**src/rtl/pipe_ctrl_pkg.sv**
```systemverilog
// Shared types for the pipeline hazard controller: shadow stage slot, FSM states,
// forwarding select encoding and the slot match helper.
package pipe_ctrl_pkg;

    // Slot destinations are stored at a fixed width; REG_ADDR_W must not exceed it.
    localparam int SLOT_ADDR_W = 8;

    typedef struct packed {
        logic                   valid;
        logic [SLOT_ADDR_W-1:0] dst;
        logic                   wr;
        logic                   is_mul;
    } stage_slot_t;

    typedef enum logic [1:0] {
        RST_HOLD = 2'd0,
        RUN      = 2'd1,
        MUL_BUSY = 2'd2
    } fsm_state_t;

    typedef logic [1:0] fwd_sel_t;

    localparam fwd_sel_t FWD_RF = 2'd0;
    localparam fwd_sel_t FWD_EX = 2'd1;
    localparam fwd_sel_t FWD_WB = 2'd2;

    // A multiply still occupying Execute has no result yet, so it cannot source a forward.
    function automatic logic slot_hits(stage_slot_t slot, logic [SLOT_ADDR_W-1:0] src,
                                       logic mul_busy);
        return slot.valid && slot.wr && !(slot.is_mul && mul_busy) && (slot.dst == src);
    endfunction

endpackage

```
**src/rtl/fwd_select.sv**
```systemverilog
// Per-source operand forwarding select: EX result beats WB result, register 0 never forwards.
module fwd_select
    import pipe_ctrl_pkg::*;
#(
    parameter int REG_ADDR_W = 4
) (
    input  logic [REG_ADDR_W-1:0] src_i,
    input  logic                  used_i,
    input  stage_slot_t           ex_slot_i,
    input  stage_slot_t           wb_slot_i,
    input  logic                  mul_busy_i,
    output fwd_sel_t              sel_o
);

    logic [SLOT_ADDR_W-1:0] src_ext;

    always_comb begin
        src_ext = SLOT_ADDR_W'(src_i);
        sel_o   = FWD_RF;
        if (used_i && (src_i != '0)) begin
            if (slot_hits(ex_slot_i, src_ext, mul_busy_i)) begin
                sel_o = FWD_EX;
            end else if (slot_hits(wb_slot_i, src_ext, 1'b0)) begin
                sel_o = FWD_WB;
            end
        end
    end

endmodule

```
**src/rtl/pipeline_hazard_controller.sv**
```systemverilog
// Sequencing controller for the Decode -> Execute -> WriteBack pipeline: reset hold,
// multiply stalls, and a shadow EX/WB scoreboard driving operand forwarding.
module pipeline_hazard_controller
    import pipe_ctrl_pkg::*;
#(
    parameter int REG_ADDR_W  = 4,
    parameter int MUL_LATENCY = 3,
    parameter int RESET_HOLD  = 2
) (
    input  logic                  clock,
    input  logic                  reset,
    input  logic                  id_valid,
    input  logic [REG_ADDR_W-1:0] id_src_a,
    input  logic [REG_ADDR_W-1:0] id_src_b,
    input  logic                  id_src_a_used,
    input  logic                  id_src_b_used,
    input  logic [REG_ADDR_W-1:0] id_dst,
    input  logic                  id_wr_en,
    input  logic                  id_is_mul,
    output logic                  internal_reset,
    output logic                  stalled,
    output logic                  issue,
    output logic [1:0]            fwd_a_sel,
    output logic [1:0]            fwd_b_sel
);

    localparam int HOLD_W = $clog2(RESET_HOLD + 1);
    localparam int MUL_W  = $clog2(MUL_LATENCY + 1);

    fsm_state_t        state_q, state_d;
    logic [HOLD_W-1:0] hold_q, hold_d;
    logic [MUL_W-1:0]  mul_q, mul_d;
    stage_slot_t       ex_q, ex_d;
    stage_slot_t       wb_q, wb_d;

    always_ff @(posedge clock) begin
        if (reset) begin
            state_q <= RST_HOLD;
            hold_q  <= HOLD_W'(RESET_HOLD);
            mul_q   <= '0;
            ex_q    <= '0;
            wb_q    <= '0;
        end else begin
            state_q <= state_d;
            hold_q  <= hold_d;
            mul_q   <= mul_d;
            ex_q    <= ex_d;
            wb_q    <= wb_d;
        end
    end

    always_comb begin
        state_d = state_q;
        hold_d  = hold_q;
        mul_d   = mul_q;
        ex_d    = ex_q;
        wb_d    = wb_q;

        if (stalled) begin
            wb_d = '0;
        end else begin
            wb_d = ex_q;
            ex_d = issue ? '{valid: 1'b1, dst: SLOT_ADDR_W'(id_dst),
                             wr: id_wr_en, is_mul: id_is_mul} : '0;
        end

        case (state_q)
            RST_HOLD: begin
                if (hold_q <= HOLD_W'(1)) begin
                    state_d = RUN;
                end else begin
                    hold_d = hold_q - HOLD_W'(1);
                end
            end
            RUN: begin
                if (issue && id_is_mul && (MUL_LATENCY > 1)) begin
                    state_d = MUL_BUSY;
                    mul_d   = MUL_W'(MUL_LATENCY - 1);
                end
            end
            MUL_BUSY: begin
                mul_d = mul_q - MUL_W'(1);
                if (mul_q <= MUL_W'(1)) begin
                    state_d = RUN;
                end
            end
            default: state_d = RST_HOLD;
        endcase
    end

    // Reset gates the state-derived outputs so the reset cycle itself looks like a hold cycle.
    always_comb begin
        internal_reset = reset || (state_q == RST_HOLD);
        stalled        = !reset && (state_q == MUL_BUSY);
        issue          = id_valid && !stalled && !internal_reset;
    end

    logic [REG_ADDR_W-1:0] src_arr  [2];
    logic                  used_arr [2];
    fwd_sel_t              sel_arr  [2];

    assign src_arr[0]  = id_src_a;
    assign src_arr[1]  = id_src_b;
    assign used_arr[0] = id_src_a_used;
    assign used_arr[1] = id_src_b_used;

    generate
        for (genvar gi = 0; gi < 2; gi++) begin : g_fwd
            fwd_select #(
                .REG_ADDR_W(REG_ADDR_W)
            ) u_fwd_select (
                .src_i      (src_arr[gi]),
                .used_i     (used_arr[gi]),
                .ex_slot_i  (ex_q),
                .wb_slot_i  (wb_q),
                .mul_busy_i (stalled),
                .sel_o      (sel_arr[gi])
            );
        end
    endgenerate

    assign fwd_a_sel = internal_reset ? FWD_RF : sel_arr[0];
    assign fwd_b_sel = internal_reset ? FWD_RF : sel_arr[1];

endmodule

```
**config.mk**
```make
export PLATFORM = sky130hd
export DESIGN_NAME = pipeline_hazard_controller
export DESIGN_NICKNAME = d
export VERILOG_FILES = /design/src/rtl/pipe_ctrl_pkg.sv /design/src/rtl/fwd_select.sv /design/src/rtl/pipeline_hazard_controller.sv
export SDC_FILE = /design/constraint.sdc
export NUM_CORES = 1
export LEC_CHECK = 0
export ABC_AREA = 1
export CORE_MARGIN = 2
export CORE_UTILIZATION = 25
export CTS_BUF_LIST = sky130_fd_sc_hd__clkbuf_8
export CTS_CLUSTER_DIAMETER = 40
export CTS_CLUSTER_SIZE = 30
export DETAILED_ROUTE_END_ITERATION = 12
export GPL_TIMING_DRIVEN = 0
export HOLD_SLACK_MARGIN = 0.05
export MAX_ROUTING_LAYER = met4
export PLACE_DENSITY_LB_ADDON = 0.25
export RECOVER_POWER = 100
export REMOVE_ABC_BUFFERS = 1
export SLEW_MARGIN = 20
export SYNTH_ARGS = -nofsm -noshare
export SYNTH_HDL_FRONTEND = slang
export SYNTH_SLANG_ARGS = --single-unit
```
**constraint.sdc**
```tcl
create_clock -name clock -period 1 [get_ports clock]
set_input_delay 0.25 -clock clock [delete_from_list [all_inputs] [get_ports clock]]
set_output_delay 0.25 -clock clock [all_outputs]
set_load 0.02 [all_outputs]
```
==> flow_metrics.py, run 1 <==
metrics = {
    "run_status": {
        "status": "finished, violations left",
        "violations": "negative setup slack",
    },
    "min_path": {
        "min_to": "state_q[1]",
        "min_path_type": "input pin to flip-flop",
        "min_path_cells": 2,
        "hold_start": "reset",
    },
    "worst_setup_path": {
        "crit_arrival_ns": 1.32,
        "critPathCaptureType": "output port",
        "critPathMaxFanout": 4,
        "r2r_cells": 7,
        "critPathKind": "flip-flop to output port",
        "crit_required_ns": 0.75,
        "r2r-end": "state_q[0]",
        "r2r-start": "state_q[0]",
        "cp-start-kind": "flip-flop",
        "r2r_slack_ns": -0.10,
    },
    "global_routing": {
        "grt_pass1_vias": 1023,
        "grt_max_degree": 11,
        "grt_usage": 0.113,
        "grt_antenna_before_repair": 0,
        "busiest_layer": "met2",
        "overflow": 0,
        "grt_pass1_wl_um": 4350,
        "grt_util_met1": 0.139,
        "grt_util_met3": 0.0233,
        "met2_usage": 0.185,
    },
    "placement": {
        "dp_slack_ns": -1.34,
        "gp_congestion": 0.829,
        "io_buffers": 25,
        "hpwl_um": 1960,
        "dpl_cell_area_mm2": 0.00138,
        "dp_cells": 251,
    },
    "timing": {
        "rsz0062_at_grt": "yes",
        "max-slew-margin-rel": 0.823,
        "fin_crit_ns": 1.57,
        "setup_viol": 16,
        "fin_ws_ns": -0.574,
        "clock.fmax_ghz": 0.635,
        "finalMaxSlewViolations": 0,
        "clock_skew_ns": 0.00242,
        "hold_violations": 0,
        "min_period_over_period": 1.57,
        "tns_ns": -3.58,
        "holdWs_ns": 0.294,
        "worst_slew_pin_slew_ns": 0.264,
    },
    "routing": {
        "drt_iter0_markers": 40,
        "detail_route.wl_per_cell_um": 10.0,
        "first_pass_iters": 5,
        "via_per_inst": 4.23,
        "drt-total-wl_um": 2690,
        "ant_nets": 0,
        "drc": 0,
        "vias": 1137,
    },
    "finish": {
        "area_growth_pct": 53.6,
        "final_common_cell": "nand2_1",
        "layout.cells.non_filler": 269,
        "fin_nets": 241,
        "drive_gt1_frac": 0.320,
        "layout_common_cells": "nand2_1 (57), nor2_1 (22), inv_1 (20)",
        "diodes": 0,
        "final_cell_area_mm2": 0.00164,
    },
    "flow_run": {
        "cap_violations": 0,
    },
    "yosys": {
        "syn_inst": 176,
        "avgSynthCellArea_um2": 6.05,
        "yosys-mux-area-fraction": 0,
        "synthXorXnorAreaFrac": 0,
        "syn_area_mm2": 0.00106,
        "synth_seq_cells": 19,
        "yosysWarningCount": 0,
        "synth-adder-area-share": 0.0235,
        "synth-simple-area-share": 0.430,
        "synth_cell_type_count": 16,
        "ys_seq_area_frac": 0.357,
        "synth_compound_area_frac": 0.0846,
        "synth_top_family_by_area": "simple AND/OR/NAND/NOR gates",
    },
    "die": {
        "core_region_area_mm2": 0.00406,
        "start_util": 0.262,
        "die_area_mm2": 0.00480,
        "ioPinCount": 26,
        "die_h_um": 69.3,
        "rows": 23,
        "die_w_um": 69.3,
    },
    "clocking": {
        "cts_htree_levels": 1,
        "cts_tree": "done",
        "path_clk_slew_ns": 0.07,
        "cts_made_buffers": 3,
        "clk_latency_ns": 0.25,
        "ctsLongestPathBuffers": 2,
        "clock_sinks": 19,
        "cts_hold_buffers": 0,
        "cts_root_buf": "clkbuf_8",
    },
    "pwr": {
        "powerDensity_mw_per_mm2": 1320,
        "leakagePower_nw": 0.771,
        "max-vdd-ir-drop_mv": 0.829,
    },
}
[critical path, cell delays in order (launching register included)]
cell	delay, ns
dfxtp_4	0.37
inv_4	0.06
nand2_4	0.05
nor2_4	0.11
nand2_4	0.07
nand2_4	0.09
nor2_1	0.05
nor2_1	0.12
buf_4	0.16
[what timing repair did]
action                     4_1_cts  5_1_grt
gates resized for setup         79       32
pin swaps                       16       17
gates cloned                     0        0
buffers inserted                11        5
setup endpoints to repair       26       26
[area by class of cell]
type | instances | area, um^2
timing repair buffer | 39 | 342
inverter | 29 | 116
sequential | 19 | 398
fill | 426 | 2420
clock buffer | 3 | 41.3
tap | 50 | 62.6
multi-input combinational | 128 | 672
clock inverter | 1 | 3.75
[synthesized netlist by cell type, drive strengths merged]
cell	n	area [um^2]
a21oi	6	30.0
inv	29	111
nand2	67	264
dfxtp	19	380
nor3	2	10.0
nand3	10	67.6
ha	2	25.0
o21ai	12	60.1
nor2	29	116
[metrics by stage]
step | total power [mW] | util
after floorplan | 1.24 | -
after global placement | 1.43 | 0.340
after detailed placement | 1.43 | 0.340
after CTS | 2.10 | 0.381
after global routing | 2.31 | 0.403
final | 2.17 | 0.403
[where the power goes]
group / switching (mW) / internal [mW]
combinational: 0.384 / 0.320
sequential: 0.0858 / 0.861
clock: 0.242 / 0.272
total: 0.712 / 1.45
[layer usage]
layer	share of wire	wire, um
met1	0.46	1250
met2	0.47	1280
met3	0.051	136
met4	0.0093	25
met5	0	0
[worst max-delay path by stage]
stage,depth (start not counted),slack (ns),startpoint,end
detailed placement,7,-1.34,reset,fwd_a_sel[1]
global route,7,-0.60,state_q[1],fwd_b_sel[1]
finish,8,-0.57,state_q[0],fwd_a_sel[1]
global placement,7,-1.38,reset,fwd_a_sel[1]
floorplan,6,-0.47,state_q[0],fwd_a_sel[0]
CTS,7,-0.56,ex_q[2],fwd_a_sel[0]
[registers in the layout, summed over array words and instances (netlist names)]
name / count
ex_q: 7
hold_q: 2
mul_q: 2
state_q: 2
wb_q: 6
[cell families after synthesis]
group | count (synthesis)
and+or+nand+nor | 108
buffers and inverters | 29
DFF | 19
AOI/OAI and AO/OA | 18
adders and majority gates | 2
Power figures use the tool's default switching activity.
==> run 2: changes to the inputs <==
Settings changed: SLEW_MARGIN 20 to 15.
==> results of run 2 <==
Same layout as run 1: the final DEF is identical, and so are final timing and power.
==> run 3: changes to the inputs <==
Settings changed: SLEW_MARGIN 15 to 10.
==> results of run 3 <==
Same layout as run 1: the final DEF is identical, and so are final timing and power.
